File: config.mk
export PLATFORM = sky130hd
export DESIGN_NAME = led_pulse_driver_flat
export DESIGN_NICKNAME = d
export VERILOG_FILES = /design/src/rtl/led_pulse_driver_if.sv /design/src/rtl/led_pulse_driver.sv /design/src/flat_wrapper.sv
export SDC_FILE = /design/constraint.sdc
export NUM_CORES = 1
export LEC_CHECK = 0
export ABC_AREA = 0
export BUFFER_PORTS_ARGS = -buffer_cell sky130_fd_sc_hd__buf_2
export CORE_UTILIZATION = 45
export CTS_CLUSTER_DIAMETER = 50
export CTS_CLUSTER_SIZE = 10
export DETAILED_ROUTE_END_ITERATION = 10
export GPL_TIMING_DRIVEN = 0
export MAX_ROUTING_LAYER = met4
export PLACE_DENSITY_LB_ADDON = 0.2
export SYNTH_ARGS = -nofsm -noshare
export SYNTH_HDL_FRONTEND = slang
export SYNTH_SLANG_ARGS = --single-unit
File: constraint.sdc
create_clock -name CLK -period 2.45 [get_ports CLK]
set_input_delay 0.6125 -clock CLK [delete_from_list [all_inputs] [get_ports CLK]]
set_output_delay 0.6125 -clock CLK [all_outputs]
set_load 0.02 [all_outputs]
File: src/rtl/led_pulse_driver_if.sv
// Event-in / LED-out bundle for led_pulse_driver.
// Combinational bundle with no latency of its own.
// Events have no backpressure; overflow is reported through OVF.
//
// Ports:
//   CE       tick strobe from the driving side; advances on/gap timing
//   EVT_IN   event pulse; each high cycle counts as one event
//   LED_OUT  registered LED drive, high while a blink is on
//   BUSY     high while a blink or its off-gap is in progress
//   PEND_CNT queued events not yet started
//   OVF      sticky, set when an event is dropped at saturation
interface led_pulse_driver_if #(
    parameter int PEND_WIDTH = 3
) ();
    logic                  CE;
    logic                  EVT_IN;
    logic                  LED_OUT;
    logic                  BUSY;
    logic [PEND_WIDTH-1:0] PEND_CNT;
    logic                  OVF;

    // Event source side (debouncer / PWM control, or the bench).
    modport master (
        output CE,
        output EVT_IN,
        input  LED_OUT,
        input  BUSY,
        input  PEND_CNT,
        input  OVF
    );

    // Pulse driver side.
    modport slave (
        input  CE,
        input  EVT_IN,
        output LED_OUT,
        output BUSY,
        output PEND_CNT,
        output OVF
    );
endinterface

File: src/rtl/led_pulse_driver.sv
// Stretches single-cycle events into ON_TICKS-long LED blinks, each followed by an OFF_TICKS gap.
// Event -> PEND_CNT in 1 CLK; event -> LED_OUT high in 2 CLK when idle.
// Events are never stalled: they queue in a saturating counter and a sticky OVF flags drops.
//
// Ports:
//   CLK  system clock, rising edge
//   RST  asynchronous, active-high reset
//   bus  led_pulse_driver_if.slave (CE, EVT_IN in; LED_OUT, BUSY, PEND_CNT, OVF out)
module led_pulse_driver #(
    parameter int CNTR_WIDTH = 4,
    parameter int ON_TICKS   = 8,
    parameter int OFF_TICKS  = 8,
    parameter int PEND_WIDTH = 3
) (
    input  logic               CLK,
    input  logic               RST,
    led_pulse_driver_if.slave  bus
);

    typedef enum logic [1:0] {
        ST_IDLE = 2'd0,
        ST_ON   = 2'd1,
        ST_GAP  = 2'd2
    } state_t;

    // Terminal counts; a period of 2^CNTR_WIDTH ticks lands on all-ones,
    // so the counter never has to wrap.
    localparam logic [CNTR_WIDTH-1:0] ON_LAST  = CNTR_WIDTH'(ON_TICKS - 1);
    localparam logic [CNTR_WIDTH-1:0] OFF_LAST = CNTR_WIDTH'(OFF_TICKS - 1);
    localparam logic [PEND_WIDTH-1:0] PEND_MAX = {PEND_WIDTH{1'b1}};

    state_t                state_q, state_d;
    logic [CNTR_WIDTH-1:0] tcnt_q,  tcnt_d;
    logic [PEND_WIDTH-1:0] pend_q,  pend_d;
    logic                  ovf_q,   ovf_d;
    logic                  led_q,   led_d;
    logic                  start;

    always_ff @(posedge CLK or posedge RST) begin
        if (RST) begin
            state_q <= ST_IDLE;
            tcnt_q  <= '0;
            pend_q  <= '0;
            ovf_q   <= 1'b0;
            led_q   <= 1'b0;
        end else begin
            state_q <= state_d;
            tcnt_q  <= tcnt_d;
            pend_q  <= pend_d;
            ovf_q   <= ovf_d;
            led_q   <= led_d;
        end
    end

    always_comb begin
        state_d = state_q;
        tcnt_d  = tcnt_q;
        pend_d  = pend_q;
        ovf_d   = ovf_q;
        // A blink can only start from IDLE, which guarantees at least one
        // IDLE cycle between consecutive blinks.
        start   = (state_q == ST_IDLE) && (pend_q != '0);

        case (state_q)
            ST_IDLE: begin
                if (start) begin
                    state_d = ST_ON;
                    tcnt_d  = '0;
                end
            end
            ST_ON: begin
                if (bus.CE) begin
                    if (tcnt_q == ON_LAST) begin
                        state_d = ST_GAP;
                        tcnt_d  = '0;
                    end else begin
                        tcnt_d = tcnt_q + 1'b1;
                    end
                end
            end
            ST_GAP: begin
                if (bus.CE) begin
                    if (tcnt_q == OFF_LAST) begin
                        state_d = ST_IDLE;
                        tcnt_d  = '0;
                    end else begin
                        tcnt_d = tcnt_q + 1'b1;
                    end
                end
            end
            default: begin
                state_d = ST_IDLE;
                tcnt_d  = '0;
            end
        endcase

        // Pending queue: a simultaneous event and start cancel out. start
        // implies pend_q > 0, so the decrement cannot underflow.
        case ({bus.EVT_IN, start})
            2'b10: begin
                if (pend_q == PEND_MAX) begin
                    ovf_d = 1'b1;
                end else begin
                    pend_d = pend_q + 1'b1;
                end
            end
            2'b01:   pend_d = pend_q - 1'b1;
            default: pend_d = pend_q;
        endcase

        // Registered LED tracks the ON state exactly.
        led_d = (state_d == ST_ON);
    end

    assign bus.LED_OUT  = led_q;
    assign bus.BUSY     = (state_q != ST_IDLE);
    assign bus.PEND_CNT = pend_q;
    assign bus.OVF      = ovf_q;

endmodule

File: src/flat_wrapper.sv
// flat-port wrapper written by rule: the top's interface ports become plain ports
module led_pulse_driver_flat 
#(
    parameter int CNTR_WIDTH = 4,
    parameter int ON_TICKS   = 8,
    parameter int OFF_TICKS  = 8,
    parameter int PEND_WIDTH = 3
)
  (CLK, RST, bus_CE, bus_EVT_IN, bus_LED_OUT, bus_BUSY, bus_PEND_CNT, bus_OVF);
  led_pulse_driver_if #(.PEND_WIDTH(PEND_WIDTH)) bus_i ();
  input  logic CLK;
  input  logic RST;
  input wire logic [$bits(bus_i.CE)-1:0] bus_CE;
  input wire logic [$bits(bus_i.EVT_IN)-1:0] bus_EVT_IN;
  output wire logic [$bits(bus_i.LED_OUT)-1:0] bus_LED_OUT;
  output wire logic [$bits(bus_i.BUSY)-1:0] bus_BUSY;
  output wire logic [$bits(bus_i.PEND_CNT)-1:0] bus_PEND_CNT;
  output wire logic [$bits(bus_i.OVF)-1:0] bus_OVF;
  assign bus_i.CE = bus_CE;
  assign bus_i.EVT_IN = bus_EVT_IN;
  assign bus_LED_OUT = bus_i.LED_OUT;
  assign bus_BUSY = bus_i.BUSY;
  assign bus_PEND_CNT = bus_i.PEND_CNT;
  assign bus_OVF = bus_i.OVF;
  led_pulse_driver #(.CNTR_WIDTH(CNTR_WIDTH), .ON_TICKS(ON_TICKS), .OFF_TICKS(OFF_TICKS), .PEND_WIDTH(PEND_WIDTH)) u_core (.CLK(CLK), .RST(RST), .bus(bus_i));
endmodule
[After elaboration in Yosys (flattened, before gate mapping)]
Cells that the tools add are included.
Operators by class
  add/subtract/negate cells: 3
  equality and inequality tests: 10
  mux-type cells: 12
  reductions and logical operators: 9
Operator list (number)
  4-bit 2-to-1 mux: 3
  2-bit 2-to-1 mux: 5
  4-bit case mux with 2 select lines: 1
  2-bit by 1-bit equality test with 1-bit output, second input constant: 3
  2-bit case mux with 3 select lines: 1
  3-bit case mux with 2 select lines: 1
  2-bit AND reduction: 3
  4-bit by 1-bit adder with 4-bit output, second input constant: 1
  2-bit equality test, second input constant: 2
  4-bit by 3-bit equality test with 1-bit output, second input constant: 1
  2-bit by 1-bit != test with 1-bit output, second input constant: 2
  2-bit nonzero test: 2
  3-bit by 1-bit adder with 3-bit output, second input constant: 1
  3-bit equality test, second input constant: 1
  3-bit 2-to-1 mux: 1
  3-bit nonzero test: 1
  3-bit by 1-bit subtractor with 3-bit output, second input constant: 1
  2-bit logical NOT: 1
  2-bit != test, second input constant: 1
  2-bit OR reduction: 1
  1-bit logical AND: 1
Word-level totals
  bits in registers: 11
  input bits: 4
  output and inout bits: 6
  logic and storage cells: 39

[Depth between registers and ports, before layout]
  depth in word-level cells: 5
  gate-level depth with buffers: 10
  depth with buffers taken out: 9

[Worst setup path before layout]
No wires, ideal clock.
  kind: register to register
  start: register u_core.state_q[1]
  end: register u_core.pend_q[2] (netlist: u_core.bus.PEND_CNT[2])
  library setup time: 145 ps
  arrival: 2079 ps
  required time: 2305 ps
  path slack: 226 ps
  stages on the path, launching flop included: 11
  buffers on the path: 1
  period minus slack after synthesis: 2224 ps
  path through: dfrtp_1 -> inv_1 -> ha_1 -> buf_6 -> nor2b_1 -> nand2_1 -> fa_1 -> nor2b_1 -> a22o_1 -> a22oi_1 -> o211ai_1
Between the ends
  cells in the longest elaborated chain, start to end: 5
  elaborated cells on any way between the ends: 8
Ends and longest elaborated chain
  from (decl): line led_pulse_driver.sv:32  | state_t state_q, state_d;
  from (signal assigned): line led_pulse_driver.sv:47  | state_q <= state_d;
  2-bit logical NOT (*): line led_pulse_driver.sv:62  | start = (state_q == ST_IDLE) && (pend_q != '0);
  1-bit logical AND (*): line led_pulse_driver.sv:62
  2-bit equality test or 2-bit by 1-bit equality test with 1-bit output (tied branches): line led_pulse_driver.sv:99  | case ({bus.EVT_IN, start})
  2-bit != test (no line) or 2-bit nonzero test (tied branches)
  2-bit AND reduction (no line)
  to (signal assigned): line led_pulse_driver.sv:49  | pend_q <= pend_d;
  to (decl): line led_pulse_driver.sv:34  | logic [PEND_WIDTH-1:0] pend_q, pend_d;
Mark *: on every way between the ends. The rest lies on a longest branch, timed or not.
A chain may end at the register's enable or synchronous reset.

[Final worst setup path]
Same ends and word-level chain as after synthesis.

==> run_summary.xml <==
<?xml version="1.0" encoding="UTF-8"?>
<metrics>
  <group name="run_status">
    <metric name="outcome" unit="">complete, no violations</metric>
  </group>
  <group name="power">
    <metric name="power_density" unit="mW/mm2">1308</metric>
    <metric name="p_sw_share" unit="%">46.41</metric>
    <metric name="combinationalPowerShare" unit="%">63.7</metric>
    <metric name="power_frac_seq" unit="%">26.0</metric>
    <metric name="ir_drop" unit="mV">0.8116</metric>
    <metric name="p_sw" unit="W">0.0005421</metric>
    <metric name="lkg_pwr" unit="nW">0.3933</metric>
    <metric name="power_frac_clock" unit="%">10.3</metric>
    <metric name="cell_internal_pwr" unit="W">0.0006260</metric>
  </group>
  <group name="floorplanning">
    <metric name="pin_count" unit="">10</metric>
    <metric name="initial_util" unit="%">50.24</metric>
    <metric name="fp.coreArea" unit="mm2">0.001577</metric>
    <metric name="die-width" unit="um">43.95</metric>
    <metric name="rows" unit="">14</metric>
    <metric name="floorplan.die.height" unit="um">43.95</metric>
    <metric name="die_area" unit="mm2">0.001932</metric>
  </group>
  <group name="clock_tree">
    <metric name="cts-buffers-inserted" unit="">3</metric>
    <metric name="tritoncts" unit="">done</metric>
    <metric name="clkSinkCount" unit="">11</metric>
    <metric name="ctsHtreeMaxLevel" unit="">1</metric>
    <metric name="clock_pin_slew_on_the_worst_setup_and_hold_paths" unit="ns">0.07</metric>
    <metric name="clock_tree.root_cell" unit="">clkbuf_4</metric>
    <metric name="worst_skew_pair.late_latency" unit="ns">0.26</metric>
    <metric name="cts_buffer_depth" unit="">2</metric>
  </group>
  <group name="sta">
    <metric name="fin_hold_ws" unit="ns">0.3199</metric>
    <metric name="setup-violations-final" unit="">0</metric>
    <metric name="timing.slew.headroom" unit="%">73.01</metric>
    <metric name="worst_pin_slew" unit="ns">0.4044</metric>
    <metric name="finalCritPeriodShare" unit="%">93.12</metric>
    <metric name="highest_clock_frequency_the_design_can_meet" unit="GHz">0.4383</metric>
    <metric name="maxSlewViolCount" unit="">0</metric>
    <metric name="clock-skew-final" unit="ns">0.002201</metric>
    <metric name="hold_viol_final" unit="">0</metric>
    <metric name="final_period_minus_worst_setup_slack" unit="ns">2.281</metric>
    <metric name="rsz_0062_raised_after_global_routing" unit="">no</metric>
  </group>
  <group name="placed_design">
    <metric name="gpl.final_weighted_congestion" unit="">0.8154</metric>
    <metric name="hpwl" unit="um">1131</metric>
    <metric name="port_buffers" unit="">9</metric>
    <metric name="dpl_cell_area" unit="um2">857.1</metric>
  </group>
  <group name="global_route">
    <metric name="grt_antenna_before_repair" unit="">0</metric>
    <metric name="overflow" unit="">0</metric>
    <metric name="grt_pass1_wl" unit="um">2663</metric>
    <metric name="grt.total_usage" unit="%">19.34</metric>
    <metric name="pin_count_of_the_biggest_net_entering_global_routing" unit="">12</metric>
    <metric name="grt_pass1_vias" unit="">619</metric>
  </group>
  <group name="yosys">
    <metric name="synth_warnings" unit="">0</metric>
    <metric name="synth-adder-area-share" unit="%">10.43</metric>
    <metric name="synth_compound_gate_area_share" unit="%">29.23</metric>
    <metric name="synth_top_cell_by_area" unit="">dfrtp_1</metric>
    <metric name="synth_top_flop_cell" unit="">dfrtp_1</metric>
    <metric name="synth_sequential_area_ratio" unit="%">34.76</metric>
    <metric name="ys_seq_elements" unit="">11</metric>
    <metric name="syn_area_per_cell" unit="um2">9.209</metric>
    <metric name="post_synth_inst_count" unit="">86</metric>
    <metric name="synth.mux.area_fraction" unit="%">0</metric>
    <metric name="syn-cell-area" unit="um2">792.0</metric>
    <metric name="main_combinational_cell_family_by_area_after_synthesis" unit="">compound AO/OA/AOI/OAI gates</metric>
    <metric name="mappedNetlistNets" unit="">96</metric>
    <metric name="async_reset_ff_share" unit="%">100.0</metric>
    <metric name="synthSimpleGateAreaFrac" unit="%">16.27</metric>
    <metric name="synth-edff-count" unit="">0</metric>
    <metric name="synth_xor_xnor_area_share" unit="%">1.106</metric>
    <metric name="netlist.area_leader.share" unit="%">34.76</metric>
    <metric name="netlist_top_cells_area" unit="">dfrtp_1 (35%), ha_1 (7.9%), o21ai_0 (4.4%)</metric>
    <metric name="ys_types" unit="">35</metric>
  </group>
  <group name="critical_path">
    <metric name="critPathKind" unit="">flip-flop to flip-flop</metric>
    <metric name="worstPathRequired" unit="ns">2.58</metric>
    <metric name="cp-start-kind" unit="">flip-flop</metric>
    <metric name="cp_data_arrival_time" unit="ns">2.41</metric>
    <metric name="worstPathMaxFanout" unit="">10</metric>
    <metric name="critPathCaptureType" unit="">flip-flop</metric>
  </group>
  <group name="detailed_routing">
    <metric name="via_per_inst" unit="">5.878</metric>
    <metric name="drt-pass1-iter-count" unit="">7</metric>
    <metric name="vias" unit="">676</metric>
    <metric name="detail_route.drc_violations" unit="">0</metric>
    <metric name="drt_iter0_drc" unit="">30</metric>
    <metric name="wl_per_cell" unit="um">13.23</metric>
    <metric name="detail-route-antenna-nets" unit="">0</metric>
    <metric name="detail_route.wirelength" unit="um">1521</metric>
  </group>
  <group name="layout">
    <metric name="post-route-cell-area" unit="um2">893.4</metric>
    <metric name="diodes" unit="">0</metric>
    <metric name="count_of_nets_after_finishing" unit="">110</metric>
    <metric name="final_layout_size_suffix_gt1_share" unit="%">24.24</metric>
    <metric name="area_growth" unit="%">12.80</metric>
  </group>
  <group name="run">
    <metric name="drv_cap" unit="">0</metric>
  </group>
  <group name="worst_hold_path">
    <metric name="min-delay-path-class" unit="">primary input to async pin</metric>
  </group>
</metrics>
## worst max-delay path, stage by stage (launching register included)
cell and delay, ns:
dfrtp_1 0.42, inv_2 0.10, ha_2 0.20, buf_6 0.14
nor2b_4 0.18, nand2_1 0.08, fa_1 0.40, nor2b_1 0.17
a22o_1 0.19, a22oi_1 0.14, o211ai_1 0.12
## placed cells by master, fill, tap and decap left out, types with 2 or more instances in the layout
cell type / count
clkbuf_1: 3
buf_2: 10
inv_1: 7
nand2_1: 9
nand3_1: 3
buf_6: 2
a32oi_1: 2
nand2b_1: 2
clkbuf_4: 3
a22oi_1: 4
a21oi_1: 2
dfrtp_1: 11
ha_1: 4
nor2_1: 4
nor2b_1: 2
a22o_1: 2
o21ai_0: 7
## power by group through the flow
| stage | registers [W] | logic, W | clock network, W |
|---|---|---|---|
| after floorplan | 0.000350 | 0.000525 | 0 |
| after global placement | 0.000304 | 0.000712 | 0 |
| after detailed placement | 0.000307 | 0.000722 | 0 |
| after CTS | 0.000304 | 0.000732 | 0.000128 |
| after global routing | 0.000315 | 0.000837 | 0.000136 |
| final | 0.000304 | 0.000744 | 0.000120 |
## metrics by stage
stage	setup TNS, ns	std cells	utilization, %	setup WS (ns)	total power, W
finish	0	115	56.67	0.1685	0.001168
global route	0	115	56.67	0.01144	0.001288
CTS	0	115	56.19	0.04990	0.001163
detailed placement	-0.003071	111	54.37	-0.003071	0.001029
global placement	0	111	54.37	0.02715	0.001016
floorplan	0	86	-	0.2258	0.0008750
## synth_stat cells (2+ instances only)
| cell | number |
|---|---|
| a21oi_1 | 2 |
| a22o_1 | 2 |
| a22oi_1 | 4 |
| a32oi_1 | 2 |
| buf_6 | 2 |
| clkbuf_1 | 2 |
| dfrtp_1 | 11 |
| ha_1 | 5 |
| inv_1 | 8 |
| nand2_1 | 9 |
| nand2b_1 | 2 |
| nand3_1 | 3 |
| nor2_1 | 4 |
| nor2b_1 | 3 |
| o21ai_0 | 7 |
## worst paths after layout
kind,from,slack [ns],cells after the start,endpoint
max in group asynchronous,RST,1.84,2,u_core.state_q[0]$_DFF_PP0_
worst min register to register,u_core.bus.OVF$_DFFE_PP0P_,0.47,1,u_core.bus.OVF$_DFFE_PP0P_
worst min-delay path,RST,0.32,2,u_core.tcnt_q[3]$_DFFE_PP0P_
worst max register to register,u_core.state_q[1]$_DFF_PP0_,0.17,10,u_core.bus.PEND_CNT[2]$_DFFE_PP0P_
worst max-delay path,u_core.state_q[1]$_DFF_PP0_,0.17,10,u_core.bus.PEND_CNT[2]$_DFFE_PP0P_
min in group CLK,u_core.bus.OVF$_DFFE_PP0P_,0.47,1,u_core.bus.OVF$_DFFE_PP0P_
## per-layer routing
layer  wire length (um)  vias to the layer above  track usage [%]
li1                   -                      339                -
met5                  0                        -                -
met2                656                       16            28.06
met4                  0                        0            3.636
met1                795                      321            25.84
met3                 68                        0            7.500
## final cells by class
class,count,area (um2)
fill,155,683.2
multi-input combinational,62,461.7
sequential,11,275.3
timing repair buffer,9,45.04
buffer,5,35.03
inverter,8,30.03
clock buffer,4,26.28
tap,16,20.02
## cell families after synthesis
logic type	after synthesis
flip-flops	11
XOR/XNOR	1
AND/OR/NAND/NOR	25
AO/OA/AOI/OAI	30
buffers and inverters	13
adder cells (fa/ha/maj)	6
## flip-flops by register name (all words and copies together) (netlist names)
signal	cells
u_core.state_q	2
u_core.bus.OVF	1
u_core.bus.LED_OUT	1
u_core.tcnt_q	4
u_core.bus.PEND_CNT	3
## what timing repair did
item | 4_1_cts | 5_1_grt
setup endpoints to repair | 1 | 2
setup buffers | 0 | 0
hold buffers | 0 | 0
resized for setup | 1 | 3
pin swaps | 0 | 0
No activity file was read; power rests on OpenSTA's default activity.
